===== src/rtl/serial_alu_ctrl.sv =====
// serial_alu_ctrl -- bit-serial sequencer around a single my1BitALUv2 slice.
//
// Executes one WIDTH-bit operation over WIDTH clock cycles, feeding the
// operands LSB-first through the 1-bit slice and registering the ripple
// carry between cycles. Result and flags appear together with a one-cycle
// done pulse and hold until the next completed operation.
//
// Ports:
//   clk, rst_n            rising-edge clock, asynchronous active-low reset
//   start                 request pulse, sampled only in IDLE
//   opcode[2:0]           0 AND, 1 OR, 2 ADD, 3 SUB, 4 NOR, 5 NAND, 6 ANDN, 7 ORN
//   a, b [WIDTH-1:0]      operands, captured on the accepting edge
//   abort                 (only with SERIAL_ALU_ABORT_EN) cancel a running op
//   busy                  high in RUN and DONE
//   done                  one-cycle pulse; result/flags valid from here on
//   result[WIDTH-1:0]     final result
//   carryOut, overflow    ADD/SUB flags, 0 for logic ops
//   zero                  result == 0
//
// Optional feature macro: SERIAL_ALU_ABORT_EN (adds the abort input).

// 1-bit ALU slice: optional input inversion, then AND / OR / full-add.
module my1BitALUv2 (
    input  logic       a,
    input  logic       b,
    input  logic       carryIn,
    input  logic       ainvert,
    input  logic       binvert,
    input  logic [1:0] op,
    output logic       carryOut,
    output logic       result
);
    logic aa, bb;

    always_comb begin
        aa       = a ^ ainvert;
        bb       = b ^ binvert;
        carryOut = (aa & bb) | (aa & carryIn) | (bb & carryIn);
        case (op)
            2'd0:    result = aa & bb;
            2'd1:    result = aa | bb;
            2'd2:    result = aa ^ bb ^ carryIn;
            default: result = 1'b0;  // set-less-than input is not used here
        endcase
    end
endmodule

module serial_alu_ctrl #(
    parameter int WIDTH = 8
) (
    input  logic             clk,
    input  logic             rst_n,
    input  logic             start,
    input  logic [2:0]       opcode,
    input  logic [WIDTH-1:0] a,
    input  logic [WIDTH-1:0] b,
`ifdef SERIAL_ALU_ABORT_EN
    input  logic             abort,
`endif
    output logic             busy,
    output logic             done,
    output logic [WIDTH-1:0] result,
    output logic             carryOut,
    output logic             overflow,
    output logic             zero
);
    localparam int CW = $clog2(WIDTH + 1);

    typedef enum logic [1:0] {IDLE, RUN, DONE} state_t;

    state_t           state_q, state_d;
    logic [CW-1:0]    cnt_q, cnt_d;
    logic [WIDTH-1:0] a_sr_q, a_sr_d, b_sr_q, b_sr_d, res_sr_q, res_sr_d;
    logic [2:0]       op_q, op_d;
    logic             carry_q, carry_d;
    logic             cmsb_q, cmsb_d;  // carry into the MSB, for overflow
    logic [WIDTH-1:0] result_q, result_d;
    logic             cout_q, cout_d, ovf_q, ovf_d, zero_q, zero_d, done_q, done_d;

    // Opcode decode to slice controls
    logic       ainv, binv, is_arith;
    logic [1:0] sop;
    logic       slice_co, slice_res;

    always_comb begin
        ainv     = 1'b0;
        binv     = 1'b0;
        sop      = 2'd0;
        is_arith = 1'b0;
        case (op_q)
            3'd0: sop = 2'd0;
            3'd1: sop = 2'd1;
            3'd2: begin sop = 2'd2; is_arith = 1'b1; end
            3'd3: begin sop = 2'd2; binv = 1'b1; is_arith = 1'b1; end
            3'd4: begin sop = 2'd0; ainv = 1'b1; binv = 1'b1; end
            3'd5: begin sop = 2'd1; ainv = 1'b1; binv = 1'b1; end
            3'd6: begin sop = 2'd0; binv = 1'b1; end
            default: begin sop = 2'd1; binv = 1'b1; end
        endcase
    end

    my1BitALUv2 u_slice (
        .a        (a_sr_q[0]),
        .b        (b_sr_q[0]),
        .carryIn  (carry_q),
        .ainvert  (ainv),
        .binvert  (binv),
        .op       (sop),
        .carryOut (slice_co),
        .result   (slice_res)
    );

    always_comb begin
        state_d  = state_q;
        cnt_d    = cnt_q;
        a_sr_d   = a_sr_q;
        b_sr_d   = b_sr_q;
        res_sr_d = res_sr_q;
        op_d     = op_q;
        carry_d  = carry_q;
        cmsb_d   = cmsb_q;
        result_d = result_q;
        cout_d   = cout_q;
        ovf_d    = ovf_q;
        zero_d   = zero_q;
        done_d   = 1'b0;
        case (state_q)
            IDLE: begin
                if (start) begin
                    a_sr_d  = a;
                    b_sr_d  = b;
                    op_d    = opcode;
                    cnt_d   = '0;
                    carry_d = (opcode == 3'd3);  // SUB: +1 completes two's complement
                    state_d = RUN;
                end
            end
            RUN: begin
`ifdef SERIAL_ALU_ABORT_EN
                if (abort) begin
                    state_d = IDLE;
                end else
`endif
                begin
                    a_sr_d   = a_sr_q >> 1;
                    b_sr_d   = b_sr_q >> 1;
                    res_sr_d = {slice_res, res_sr_q[WIDTH-1:1]};
                    carry_d  = slice_co;
                    cnt_d    = cnt_q + 1'b1;
                    if (cnt_q == CW'(WIDTH - 1)) begin
                        cmsb_d  = carry_q;
                        state_d = DONE;
                    end
                end
            end
            DONE: begin
                result_d = res_sr_q;
                cout_d   = is_arith & carry_q;
                ovf_d    = is_arith & (cmsb_q ^ carry_q);
                zero_d   = (res_sr_q == '0);
                done_d   = 1'b1;
                state_d  = IDLE;
            end
            default: state_d = IDLE;
        endcase
    end

    always_ff @(posedge clk or negedge rst_n) begin
        if (!rst_n) begin
            state_q  <= IDLE;
            cnt_q    <= '0;
            a_sr_q   <= '0;
            b_sr_q   <= '0;
            res_sr_q <= '0;
            op_q     <= '0;
            carry_q  <= 1'b0;
            cmsb_q   <= 1'b0;
            result_q <= '0;
            cout_q   <= 1'b0;
            ovf_q    <= 1'b0;
            zero_q   <= 1'b0;
            done_q   <= 1'b0;
        end else begin
            state_q  <= state_d;
            cnt_q    <= cnt_d;
            a_sr_q   <= a_sr_d;
            b_sr_q   <= b_sr_d;
            res_sr_q <= res_sr_d;
            op_q     <= op_d;
            carry_q  <= carry_d;
            cmsb_q   <= cmsb_d;
            result_q <= result_d;
            cout_q   <= cout_d;
            ovf_q    <= ovf_d;
            zero_q   <= zero_d;
            done_q   <= done_d;
        end
    end

    assign busy     = (state_q != IDLE);
    assign done     = done_q;
    assign result   = result_q;
    assign carryOut = cout_q;
    assign overflow = ovf_q;
    assign zero     = zero_q;
endmodule


===== config.mk =====
export PLATFORM = sky130hd
export DESIGN_NAME = serial_alu_ctrl
export DESIGN_NICKNAME = d
export VERILOG_FILES = /design/src/rtl/serial_alu_ctrl.sv
export SDC_FILE = /design/constraint.sdc
export NUM_CORES = 1
export LEC_CHECK = 0
export BUFFER_PORTS_ARGS = -buffer_cell sky130_fd_sc_hd__buf_4
export CAP_MARGIN = 20
export CORE_MARGIN = 3
export CORE_UTILIZATION = 45
export CTS_CLUSTER_DIAMETER = 150
export DETAILED_ROUTE_END_ITERATION = 12
export GPL_TIMING_DRIVEN = 0
export PLACE_DENSITY = 0.8
export SKIP_LAST_GASP = 1
export SYNTH_ARGS = -nofsm -noshare
export SYNTH_HDL_FRONTEND = slang
export SYNTH_SLANG_ARGS = --single-unit

===== constraint.sdc =====
create_clock -name clk -period 1.7 [get_ports clk]
set_input_delay 0.17 -clock clk [delete_from_list [all_inputs] [get_ports clk]]
set_output_delay 0.17 -clock clk [all_outputs]
set_load 0.1 [all_outputs]

======== After elaboration in Yosys (flattened, before gate mapping) ========
Index checks and enable logic that the tools add are counted.
storage, ports and cells
  register bits ........................... 47
  input bits .............................. 22
  output and inout port bits .............. 13
  logic and storage cells ................. 72
cells by class
  add/subtract/negate cells ............... 1
  equality and inequality tests ........... 14
  mux-type cells .......................... 17
  bitwise gates (word level) .............. 13
  reduce and logical (&&, ||, !) cells .... 14
operators by type and width
  cell                   number
  $pmux W8 S2            2
  $mux W8                2
  $eq A3 B2 Y1 const B   3
  $eq A3 B3 Y1 const B   3
  $logic_not A8 Y1       1
  $pmux W2 S2            2
  $pmux W4 S2            1
  $reduce_and A2 Y1      4
  $reduce_or A3 Y1       2
  $and A1 B1 Y1          5
  $mux W1                5
  $xor A1 B1 Y1          5
  $add A4 B1 Y4 const B  1
  $eq A2 B1 Y1 const B   2
  $eq A2 B2 Y1 const B   2
  $eq A4 B3 Y1 const B   1
  $logic_not A2 Y1       2
  $mux W2                2
  $mux W4                1
  $ne A2 B2 Y1 const B   2
  $reduce_bool A2 Y1     2
  $reduce_or A2 Y1       2
  $eq A3 B1 Y1 const B   1
  $logic_not A3 Y1       1
  3 further kinds        5

======== Longest topological paths before layout ========
Gate-level depths: netlist (run 1).
  word-level depth ........................ 8
  gate-level depth with buffers ........... 7
  gate-level depth less buffers ........... 7

======== By module ========
A second synthesis (run 1) with hierarchy kept.
unflattened totals
  cell total of the unflattened synthesis .. 195
  area, all modules ....................... 2,109.5 µm²
by module, submodules not included
  module           instances  cells an instance  area each (µm²)  sequential area each (µm²)
  serial_alu_ctrl  1          185                2,016.9          1,176.1
  my1BitALUv2      1          10                 92.6             0.0

======== Least setup slack after synthesis (run 1) ========
Ideal clock, no wire load.
  kind .................................... register to register
  start point ............................. register op_q[0]
  end point ............................... register res_sr_q[7]
  library setup time ...................... 0.121 ns
  arrival time ............................ 1.467 ns
  required time ........................... 1.579 ns
  setup slack ............................. 0.112 ns
  cell stages (with the launch flop) ...... 7
  path buffers ............................ 0
  period minus slack after synthesis ...... 1.588 ns
  cells stage by stage .................... dfrtp_1 -> a21oi_1 -> xnor2_1 -> inv_1 -> fa_1 -> o21ai_2 -> o22a_1
on the way
  cells in the longest elaborated chain, start to end .. 7
  elaborated cells between the ends (all ways) .. 24
  classes of those cells .................. eq/ne (8); mux (4); bitwise (6); reduce/logical (6)
RTL lines
  item                                                                          RTL line  text
  start: declaration                                                            74        logic [2:0] op_q, op_d;
  start signal: assignment                                                      189       op_q <= op_d;
  $eq A3 B2 Y1, or another cell as far along                                    90        case (op_q)
  $reduce_or A3 Y1 (no source line) / $reduce_or A2 Y1 (equally long branches)  --
  $mux W1                                                                       90
  $xor A1 B1 Y1 (on tied branches)                                              37, 36
  $xor A1 B1 Y1 (2 in series)                                                   42        2'd2: result = aa ^ bb ^ carryIn;
  $pmux W1 S3 (*)                                                               39        case (op)
  end signal: assignment                                                        188       res_sr_q <= res_sr_d;
  end: declaration                                                              73        logic [WIDTH-1:0] a_sr_q, a_sr_d, b_sr_q, b_sr_d, res_sr_q, res_sr_d;
Every way passes the cells marked *; elsewhere a longest branch is shown, timed or not.
A chain may end at the register's enable or synchronous reset.

======== Worst setup path in the final report (run 1) ========
Ends and elaborated chain as after synthesis.

==> flow_summary.ini, run 1 <==
[run_status]
status = finished clean

[timing]
slew_violations = 0
period_needed_ns = 1.67
finClkSkew_ns = 0.00886
maxSlewHeadroom_pct = 61.0
setup-violations-final = 0
grt_setup_unrepaired = yes
hold_violations = 0
period_share_pct = 98.0
worst_pin_slew_ns = 0.584
max_freq_mhz = 600

[drt]
vias_per_cell = 5.29
avgRoutedWirePerCell_microns = 14.1
route.detailed.drc = 0
num_vias = 1481
wl_met3_microns = 252
drt_iter0_drc = 89
topRoutingLayerUsed = met4
postRouteAntennaNets = 0
drtPass1Iterations = 4
dr_wl_met2_microns = 1790
wl_met1_microns = 1820
wl_microns = 3940

[pwr]
ir_worst_vdd_v = 0.00117
p_leak_nw = 1.25
power_mw = 5.34
power.density_nw_per_um2 = 2080

[job]
drv_cap = 0

[clock_tree]
clock_latency_ns = 0.31
clk_root_buffer_cell = clkbuf_8
htreeDepth = 2
clockBufferDepth = 2
cts_sinks = 47
cts_tree = yes
clk_pin_slew_ns = 0.09
numCtsBuffers = 5

[place]
gp_congestion = 0.776
hpwl_microns = 2710
io_buffers = 34

[min_path]
hp-class = in -> reg

[die]
die_height_microns = 74.1
fp-row-count = 24
die_w_microns = 74.1
ios = 35
initial_core_util_pct = 47.2
fp.dieArea_sq_um = 5480
fp.coreArea_sq_um = 4410

[grt]
grt_antenna_before_repair = 0
grt_pass1_vias = 1497
overflow = 0
grt_usage_pct = 15.9
grt_max_degree = 48
grt_pass1_wl_microns = 6680

[cells_and_area]
n_fill_cell = 383
drive_gt1_share_pct = 32.5
area_growth_pct = 23.2
antenna_cells = 0
regArea_sq_um = 1180
multi_input_area_sq_um = 830
finalCoreUtilization_pct = 58.2
nets = 253

[worst_setup_path]
crit_arrival_ns = 1.86
cp-end-kind = flop
rrSetupSlack_ns = 0.03
crit_required_ns = 1.90
cp-start-kind = flop
worstSetupPathType = reg -> reg
worstPathMaxFanout = 3

[synthesis]
synth-seq-area-share_pct = 56.4
avgSynthCellArea_sq_um = 11.3
synth_edf_count = 0
synthCells = 184
synth.ff_latch_count = 47
syn_area_sq_um = 2080
synthArstFlopShare_pct = 100
ys_warn_count = 0
synth_flop_cell = dfrtp_1
synth_cell_types = 33
syn_nets = 210
==> power by group <==
group	switching [mW]	internal [mW]
Sequential	0.349	1.57
Clock	0.373	0.483
Combinational	1.61	0.957
==> final cells by class <==
type	instances	share of cell area (%)
repair buffers	37	11.4
inverters	4	0.585
plain buffers	9	2.63
well taps	52	2.53
flip-flops and latches	47	45.8
clock buffers	6	3.21
multi-input cells	123	32.3
clock inverters	2	1.51
==> synth_stat cells, drive strengths merged, types with 2 or more instances <==
cell type / count / share of area, %
nor4: 2 / 0.60
o21ai: 17 / 4.3
nand2b: 4 / 1.9
nand2: 42 / 7.6
nand3: 2 / 0.48
a22o: 6 / 2.5
buf: 9 / 3.4
xor2: 2 / 0.84
a21oi: 2 / 0.48
nor2: 3 / 0.54
dfrtp: 47 / 56
a22oi: 14 / 5.0
mux2: 13 / 7.0
ha: 3 / 1.8
inv: 4 / 0.72
==> cells in the final DEF (no fill, tap or decap), types with 4 or more instances in the layout <==
cell type and count:
mux2_2 13, nand2_1 42, buf_4 37, inv_1 4, o21ai_0 16, dfrtp_1 46, a22oi_1 14, clkbuf_8 6
a22o_1 6
==> worst paths after layout <==
check	startpoint	endpoint	depth (start not counted)
worst max-delay path	op_q[0]	res_sr_q[7]	6
worst min-delay path	b[7]	b_sr_q[7]	2
worst max register to register	op_q[0]	res_sr_q[7]	6
worst min register to register	a_sr_q[6]	a_sr_q[6]	2
max in group asynchronous	rst_n	state_q[0]	2
min in group asynchronous	rst_n	result[6]	2
==> metrics by stage <==
stage | area, sq um | std cells | TNS [ns] | hold slack, ns | setup slack (ns)
after floorplan | 2080 | 184 | 0 | -0.126 | 0.112
after global placement | 2400 | 270 | 0 | 0.213 | 0.0542
after detailed placement | 2400 | 270 | 0 | 0.214 | 0.0133
after CTS | 2550 | 280 | -0.00308 | 0.0800 | -0.00308
after global routing | 2570 | 280 | -0.0414 | 0.0884 | -0.0414
final | 2570 | 280 | 0 | 0.0911 | 0.0337
==> registers in the layout (all words and copies together) (netlist names) <==
name,flops
op_q,3
state_q,2
zero,1
a_sr_q,8
cmsb_q,1
res_sr_q,8
overflow,1
cnt_q,4
done,1
carry_q,1
result,8
carryOut,1
b_sr_q,8
==> logic make-up after synthesis <==
kind of cell	count (synthesis)	share of synthesized area, %
xor+xnor	3	1.26
buf+inv	14	4.32
fa+ha+maj	4	2.76
mux	13	7.02
compound gates	44	14.3
flops	47	56.4
simple gates	59	13.9
==> routing by layer <==
metal	vias up	GRT usage, %
li1	728	-
met1	689	20.2
met2	56	26.2
met3	8	3.65
met4	0	6.64
met5	-	0
==> repair_timing <==
| action | 4_1_cts | 5_1_grt |
|---|---|---|
| hold buffers | 1 | 0 |
| buffers inserted | 1 | 1 |
| endpoints found under the setup margin | 2 | 2 |
| resized for setup | 3 | 3 |
| hold endpoints to repair | 47 | 0 |
==> critical path, stage by stage (launching register included) <==
cell and delay, ns:
dfrtp_1 0.42, a21oi_2 0.17, xnor2_1 0.15, inv_1 0.10, fa_1 0.50, o21ai_2 0.06
o22a_1 0.15
Note: power is estimated with default switching activity, not from simulation.
==> run 2, diff against run 1 <==
CAP_MARGIN = default   (was 20)
PLACE_DENSITY = 0.79   (was 0.8)
==> flow_summary.ini, run 2 (synthesis gave the netlist of run 1 again) <==
[cells_and_area]
nets = 253
most-common-layout-cells = dfrtp_1 (46), nand2_1 (42), buf_4 (37)
drive_gt1_share_pct = 32.5
antenna_cells = 0
fin_cells = 280
area_growth_pct = 22.1
finalCoreUtilization_pct = 57.7
layout_commonest_cell = dfrtp_1

[grt]
grt_usage_pct = 15.6
grt_pass1_vias = 1451
grt_pass1_wl_microns = 6620
overflow = 0
grt_antenna_before_repair = 0
grt_max_degree = 48

[timing]
slew_violations = 0
setup_slack_ns = 0.0539
maxSlewHeadroom_pct = 61.5
setup-violations-final = 0
hold_violations = 0
period_share_pct = 96.8
period_needed_ns = 1.65
fin_tns_setup_ns = 0
worst_pin_slew_ns = 0.577
max_freq_mhz = 608
grt_setup_unrepaired = yes
finClkSkew_ns = 0.00916

[worst_setup_path]
r2r-end = res_sr_q[7]
startpoint = op_q[0]
worstPathMaxFanout = 4
ff2ff_path_depth = 6
worstSetupPathType = reg -> reg
rrSetupSlack_ns = 0.05
cp-start-kind = flop
crit_required_ns = 1.89
crit_end = res_sr_q[7]
cp-end-kind = flop
regToRegStartpoint = op_q[0]
crit_arrival_ns = 1.84

[clock_tree]
clk_pin_slew_ns = 0.09
clk_root_buffer_cell = clkbuf_8
cts_sinks = 47
htreeDepth = 2
numCtsBuffers = 5
cts_tree = yes
clockBufferDepth = 2
clock_latency_ns = 0.30

[drt]
wl_microns = 3910
num_vias = 1490
vias_per_cell = 5.32
drtPass1Iterations = 4
postRouteAntennaNets = 0
wl_met1_microns = 1780
wl_met3_microns = 189
topRoutingLayerUsed = met4
dr_wl_met2_microns = 1900
drt_iter0_drc = 92
route.detailed.drc = 0
avgRoutedWirePerCell_microns = 14.0

[place]
dp.cells = 270
hpwl_microns = 2760
io_buffers = 34
pre_cts_ws_ns = 0.0373
gp_congestion = 0.737

[die]
die_height_microns = 74.1
ios = 35
fp.coreArea_sq_um = 4410
initial_core_util_pct = 47.2
fp-row-count = 24
fp.dieArea_sq_um = 5480
die_w_microns = 74.1

[run_status]
status = finished clean

[job]
drv_cap = 0

[pwr]
ir_worst_vdd_v = 0.00150
power_mw = 5.20
power.density_nw_per_um2 = 2040
p_leak_nw = 1.23

[min_path]
hp-class = in -> reg
run 2: cell types whose count changed in the layout (fill, tap and decap cells not counted), sizes merged:
cell,change
bufinv,-1
clkinv,+1
clkinvlp,+1
inv,-1
run 2: routing by layer:
layer	up-vias	track usage, %
met4	0	4.23
met1	720	20.9
met5	-	0
met2	43	25.8
met3	4	3.24
li1	723	-
run 2: worst min path at each step:
stage | start | endpoint | slack [ns] | cells after the start
floorplan | rst_n | a_sr_q[0] | -0.13 | 0
global placement | rst_n | done | 0.21 | 1
detailed placement | rst_n | done | 0.21 | 1
CTS | b[7] | b_sr_q[7] | 0.08 | 2
global route | b[7] | b_sr_q[7] | 0.09 | 2
finish | b[7] | b_sr_q[7] | 0.09 | 2
run 2: critical path: stages, from the launching register on:
cell and delay, ns:
dfrtp_1 0.43, a21oi_2 0.17, xnor2_1 0.15, inv_1 0.10
fa_1 0.50, o21ai_2 0.06, o22a_1 0.14
run 2: power breakdown:
group          internal (mW)  switching [mW]  total, mW
clock network          0.332           0.374      0.706
registers               1.57           0.350       1.92
logic                  0.975            1.60       2.58
run 2: stage by stage:
stage          hold slack [ns]  area (sq um)
2_1_floorplan           -0.126          2080
3_3_place_gp             0.214          2400
3_5_place_dp             0.212          2400
4_1_cts                 0.0770          2530
5_1_grt                 0.0851          2550
6_report                0.0883          2550
run 2: layout make-up:
class	count	area, sq um
Fill cell	393	1870
Sequential cell	47	1180
Multi-Input combinational cell	123	830
Timing Repair Buffer	37	293
Clock buffer	6	82.6
Buffer	9	67.6
Tap cell	52	65.1
Clock inverter	2	16.3
Inverter	4	15.0
run 2: what timing repair did:
action	CTS	global route
hold buffers	1	0
gates resized for setup	2	4
buffers inserted	1	1
endpoints found under the setup margin	1	2
endpoints found under the hold margin	47	0
cloned	0	0
